File: src/rtl/keypad_scanner.sv
// keypad_scanner
//
// Scans a 4x3 matrix keypad one column at a time, synchronizes the active-low row
// inputs, assembles a full 12-key frame every three columns and debounces whole
// frames. Each accepted press is reported once as a one-hot code with a one-cycle
// valid strobe. Releases, bounces and multi-key frames are never reported.
//
// Key map: row r / column c -> bit 3r+c.
//   bits 0-8 = '1'-'9', bit 9 = '*', bit 10 = '0', bit 11 = '#'.
//
// Parameters
//   SCAN_CNT        cycles each column is driven (>= 4)
//   DEBOUNCE_SCANS  identical consecutive frames needed to accept a press/release (>= 1)
//
// Ports
//   clk        single clock
//   rst        synchronous, active-high reset
//   key_row    keypad rows, active-low, asynchronous to clk
//   key_col    column drive, active-low, exactly one bit low
//   scan_data  one-hot code of the last reported key, held until the next report
//   valid      one-cycle pulse marking a new scan_data

module keypad_scanner #(
   parameter int unsigned SCAN_CNT       = 1024,
   parameter int unsigned DEBOUNCE_SCANS = 4
) (
   input  logic        clk,
   input  logic        rst,
   input  logic [3:0]  key_row,
   output logic [2:0]  key_col,
   output logic [11:0] scan_data,
   output logic        valid
);

   localparam int unsigned DwellW  = $clog2(SCAN_CNT);
   localparam int unsigned StableW = $clog2(DEBOUNCE_SCANS + 1);

   localparam logic [DwellW-1:0]  DwellLast = DwellW'(SCAN_CNT - 1);
   localparam logic [StableW-1:0] StableMax = StableW'(DEBOUNCE_SCANS);

   typedef enum logic {
      StWaitPress,
      StWaitRelease
   } state_e;

   // Row synchronizer
   logic [3:0]  row_meta_q;
   logic [3:0]  row_sync_q;
   logic [3:0]  pressed;

   // Column scan
   logic [DwellW-1:0] dwell_q;
   logic [1:0]        col_q;
   logic [1:0]        col_next;
   logic [2:0]        key_col_q;
   logic              sample;
   logic              frame_end;

   // Frame assembly and debounce
   logic [11:0]        acc_q;
   logic [11:0]        acc_d;
   logic [11:0]        frame_code;
   logic [11:0]        prev_code_q;
   logic [StableW-1:0] stable_q;
   logic [StableW-1:0] stable_d;

   // Report FSM and registered outputs
   state_e      state_q;
   logic [11:0] scan_data_q;
   logic        valid_q;

   assign pressed = ~row_sync_q;

   // Sampling on the last dwell cycle gives the synchronizer at least two cycles to
   // carry the row response to the newly driven column.
   assign sample    = (dwell_q == DwellLast);
   assign frame_end = sample && (col_q == 2'd2);
   assign col_next  = (col_q == 2'd2) ? 2'd0 : col_q + 2'd1;

   // Drop the current column's four row bits into their slots of the frame.
   always_comb begin
      acc_d = acc_q;
      if (sample) begin
         case (col_q)
            2'd0:    {acc_d[9],  acc_d[6], acc_d[3], acc_d[0]} = pressed;
            2'd1:    {acc_d[10], acc_d[7], acc_d[4], acc_d[1]} = pressed;
            2'd2:    {acc_d[11], acc_d[8], acc_d[5], acc_d[2]} = pressed;
            default: ;
         endcase
      end
   end

   // Exactly one key down yields its code; none or several both read as "no key".
   always_comb begin
      frame_code = 12'h000;
      if ((acc_d != 12'h000) && ((acc_d & (acc_d - 12'd1)) == 12'h000)) begin
         frame_code = acc_d;
      end
   end

   always_comb begin
      if (frame_code == prev_code_q) begin
         stable_d = (stable_q == StableMax) ? stable_q : stable_q + 1'b1;
      end else begin
         stable_d = StableW'(1);
      end
   end

   always_ff @(posedge clk) begin
      if (rst) begin
         row_meta_q  <= 4'h0;
         row_sync_q  <= 4'h0;
         dwell_q     <= '0;
         col_q       <= 2'd0;
         key_col_q   <= 3'b110;
         acc_q       <= 12'h000;
         prev_code_q <= 12'h000;
         stable_q    <= '0;
         state_q     <= StWaitPress;
         scan_data_q <= 12'h000;
         valid_q     <= 1'b0;
      end else begin
         row_meta_q <= key_row;
         row_sync_q <= row_meta_q;

         if (sample) begin
            dwell_q   <= '0;
            col_q     <= col_next;
            key_col_q <= ~(3'b001 << col_next);
         end else begin
            dwell_q <= dwell_q + 1'b1;
         end

         acc_q   <= acc_d;
         valid_q <= 1'b0;

         if (frame_end) begin
            prev_code_q <= frame_code;
            stable_q    <= stable_d;

            case (state_q)
               StWaitPress: begin
                  if ((stable_d == StableMax) && (frame_code != 12'h000)) begin
                     scan_data_q <= frame_code;
                     valid_q     <= 1'b1;
                     state_q     <= StWaitRelease;
                  end
               end
               StWaitRelease: begin
                  // A different key while still held (rollover) is ignored; only a
                  // debounced all-released frame re-arms the reporter.
                  if ((stable_d == StableMax) && (frame_code == 12'h000)) begin
                     state_q <= StWaitPress;
                  end
               end
               default: state_q <= StWaitPress;
            endcase
         end
      end
   end

   assign key_col   = key_col_q;
   assign scan_data = scan_data_q;
   assign valid     = valid_q;

endmodule

File: config.mk
export PLATFORM = sky130hd
export DESIGN_NAME = keypad_scanner
export DESIGN_NICKNAME = d
export VERILOG_FILES = /design/src/rtl/keypad_scanner.sv
export SDC_FILE = /design/constraint.sdc
export NUM_CORES = 1
export LEC_CHECK = 0
export ABC_AREA = 1
export ABC_CLOCK_PERIOD_IN_PS = 3650
export CAP_MARGIN = 30
export CORE_MARGIN = 3
export CORE_UTILIZATION = 35
export CTS_CLUSTER_DIAMETER = 150
export DETAILED_ROUTE_END_ITERATION = 10
export GPL_TIMING_DRIVEN = 1
export PLACE_DENSITY = 0.6
export RECOVER_POWER = 50
export SETUP_SLACK_MARGIN = 0.02
export SKIP_LAST_GASP = 1
export SLEW_MARGIN = 15
export SYNTH_ARGS = -nofsm -noshare
export SYNTH_HDL_FRONTEND = slang
export SYNTH_SLANG_ARGS = --single-unit
File: constraint.sdc
create_clock -name clk -period 3.65 [get_ports clk]
set_input_delay 1.095 -clock clk [delete_from_list [all_inputs] [get_ports clk]]
set_output_delay 1.095 -clock clk [all_outputs]
set_load 0.02 [all_outputs]
==> summary.md <==
| Metric | Value |
|---|---|
| Status | `finished, final reports clean` |
| Core Region | `0.00937 mm²` |
| Die H | `105 µm` |
| Share of post-route cells with drive strength above 1 | `25.8%` |
| CP Capture Type | `flip-flop` |
| Slew @ Worst Pin | `1.25 ns` |
| Arrival @ worst endpoint | `3.76 ns` |
| Total number of vias | `3487` |
| Post-synthesis instance total | `523` |
| # setup viols final | `0` |
| HPWL after DPL | `5.80 mm` |
| Final Hold Vio Count | `0` |
| Die Wd | `105 µm` |
| P_leak | `0.00204 µW` |
| GRT Total Usage | `15.2%` |
| # IOs | `22` |
| CTS tree | `built` |
| CP required | `3.89 ns` |
| CTS buffer count | `9` |
| Drt pass-1 iters | `4` |
| Period Utilization, post-route | `96.4%` |
| Worst hold path type | `flip-flop to flip-flop` |
| Tmin final | `3.52 ns` |
| Worst skew pair latency | `0.35 ns` |
| Vias in the first global route | `3028` |
| Combinational share of power | `2.6%` |
| DR WL/cell | `12.4 µm` |
| Cell repeated most along the worst path | `nand2_2` |
| Post-synth cell types | `36` |
| Crit path launch type | `flip-flop` |
| Yosys warnings | `0` |
| Compound-cell area share of the yosys netlist | `9.86%` |
| Max cap viols | `0` |
| Mapped Area | `0.00343 mm²` |
| Clock share of power | `45.8%` |
| Gr ovfl total | `0` |
| Antenna Cells | `0` |
| Post-layout instance area | `0.00467 mm²` |
| Die area | `0.0110 mm²` |
| Maximum clock path buffer count | `2` |
| Mux share of post-synthesis cell area | `0%` |
| Post-Synth XOR/XNOR Area | `0.511%` |
| VDD IR-drop max | `0.000184 V` |
| Internal power | `1050 µW` |
| Switch share | `23.2%` |
| Initial Util | `36.6%` |
| Hold_ws | `0.405 ns` |
| Max Clock Freq | `284 MHz` |
| Seq/Total Area, Yosys | `37.4%` |
| Row cnt | `35` |
| Most frequent cell after synthesis | `nand2_1` |
| Setup TNS | `0 ns` |
| Top post-synthesis cells by area | `dfxtp_1 (37%), nand2_1 (15%), nor2_1 (8.4%), inv_1 (6.4%), nand4_1 (5.7%)` |
| Register clock-pin slew on the reported worst setup and hold paths | `0.08 ns` |
| Crit-path slowest cell | `dfxtp_4` |
| Largest net degree at the start of global routing | `31` |
| Root buffer cell | `clkbuf_8` |
| Global-route wire length before repair | `13.7 mm` |
| DP Area | `0.00389 mm²` |
| Setup Skew | `0.0107 ns` |
| Synth Flop Type | `dfxtp_1` |
| RSZ-0062 raised after global routing | `true` |
| Initial antenna violation count | `0` |
| Crit Path Class | `flip-flop to flip-flop` |
| Clock H-tree levels | `3` |
| P&R area growth vs syn | `36.2%` |
| Initial DRC Count | `274` |
| Sequential Power Share | `51.7%` |
| WL final | `8.94 mm` |
| Input/output buffers | `21` |
| Layout net count | `596` |
| Ys async rst share | `0%` |
| Pwr Density | `294 mW/mm²` |
| Vias per cell | `4.84` |
| Top cells by count, synth | `nand2_1 (140), nor2_1 (77), dfxtp_1 (64)` |
| Fillers | `932` |
| CTS Hold Bufs | `0` |
| RD Place Congestion | `0.888` |
| CP max stage delay | `0.37 ns` |
| Final core utilization | `49.8%` |
| Largest family of logic cells by synthesized area | `simple AND/OR/NAND/NOR gates` |
| Slew headroom | `16.9%` |
| Fraction of the mapped netlist area in adder cells | `1.10%` |
| Final Slew Violations | `0` |
| Mapped Nets | `532` |
| Residual DRC | `0` |
| Largest area contributor in the synthesized netlist | `dfxtp_1` |
| P_sw | `318 µW` |
| Worst Path Max Fanout | `8` |
| Yosys reg bits | `64` |
| Number of synthesized flops with an enable pin | `0` |
| Mean Syn Cell Area | `6.55 µm²` |
| Routed Antenna Nets | `0` |
| Simple-gate share of the synthesized area | `39.4%` |
| Clk sinks | `64` |
| Top cell type's share of synthesized area | `37.4%` |
## layout make-up
type / instances / area, µm² / share of cell area (%)
timing repair buffer: 74 / 697 / 14.9
tap: 129 / 161 / 3.46
clock inverter: 6 / 67.6 / 1.45
multi-input combinational: 372 / 2070 / 44.3
sequential: 64 / 1290 / 27.6
clock buffer: 10 / 138 / 2.95
inverter: 66 / 248 / 5.31
## kinds of logic (layout without fill, tap and decap cells)
kind of cell	count (synthesis)	in the layout
xor+xnor	2	2
simple gates	302	304
buf+inv	89	156
fa+ha+maj	3	3
compound gates	63	63
flops	64	64
## worst paths after layout
check / slack (ns) / depth (start not counted) / from / endpoint
hold / removal: 0.40 / 2 / row_meta_q[1]$_SDFF_PP0_ / row_sync_q[1]$_SDFF_PP0_
setup / recovery: 0.13 / 26 / dwell_q[0]$_SDFF_PP0_ / scan_data[5]$_SDFFE_PP0P_
setup reg to reg: 0.13 / 26 / dwell_q[0]$_SDFF_PP0_ / scan_data[5]$_SDFFE_PP0P_
hold reg to reg: 0.40 / 2 / row_meta_q[1]$_SDFF_PP0_ / row_sync_q[1]$_SDFF_PP0_
## state kept, by name, indices dropped and copies added (netlist names), named ones only
register	count
valid	1
stable_q	3
col_q	2
dwell_q	10
row_sync_q	4
prev_code_q	12
scan_data	12
key_col	3
acc_q	12
row_meta_q	4
## cells in the final DEF, fill, tap and decap left out, types with 2 or more instances in the layout
cell type	Yosys	routed
nand2_1	140	115
nor2_1	77	67
dfxtp_1	64	60
inv_1	58	58
buf_4	2	43
nand4_1	31	31
nand2_2	2	26
a21oi_1	24	23
o21ai_0	24	22
nand3_1	27	20
clkdlybuf4s50_1	0	20
nor2_4	3	17
clkbuf_8	0	10
nor2_2	11	8
nand3_4	0	7
inv_2	6	6
nand3_2	4	5
o21ai_1	6	4
buf_6	6	4
o21ai_2	1	3
clkbuf_16	0	3
dfxtp_2	0	3
o21ai_4	0	2
clkinv_1	2	2
xor2_1	2	2
or2_2	2	2
a31oi_1	2	2
nor3b_1	2	2
ha_1	3	2
clkinvlp_4	0	2
buf_12	0	2
## critical path, delay by kind of cell, from the launching register on
kind | cells | cell delay, ns
AO/OA/AOI/OAI | 1 | 0.14
adder cells (fa/ha/maj) | 1 | 0.13
flip-flops | 1 | 0.37
AND/OR/NAND/NOR | 22 | 2.42
buffers and inverters | 2 | 0.34
## metrics by stage
stage,total power [µW],worst slack (ns),cells
finish,1370,0.132,721
global route,1430,-0.159,721
global placement,758,0.0655,679
CTS,1390,0.0292,698
detailed placement,759,-0.0338,679
floorplan,746,0.588,523
## power by group through the flow
stage,Clock [µW],Sequential (µW),Combinational [µW]
finish,628,709,35.1
global route,682,710,40.6
CTS,643,708,34.6
detailed placement,0,724,34.5
global placement,0,724,33.7
floorplan,0,723,22.1
## timing repair
| item | 4_1_cts | 5_1_grt |
|---|---|---|
| buffers inserted | 3 | 17 |
| endpoints found under the setup margin | 12 | 15 |
| pin swaps | 1 | 29 |
| endpoints found under the hold margin | 0 | 0 |
| resized for setup | 2 | 84 |
| cloned | 0 | 6 |
## routing by layer
metal | vias to the layer above | global-route usage (%) | routed length (µm)
li1 | 1808 | - | -
met1 | 1591 | 21.0 | 4350
met3 | 17 | 3.95 | 382
met4 | 0 | 6.75 | 209
met2 | 71 | 22.1 | 4000
met5 | - | 0 | 0
Power figures use the tool's default switching activity.
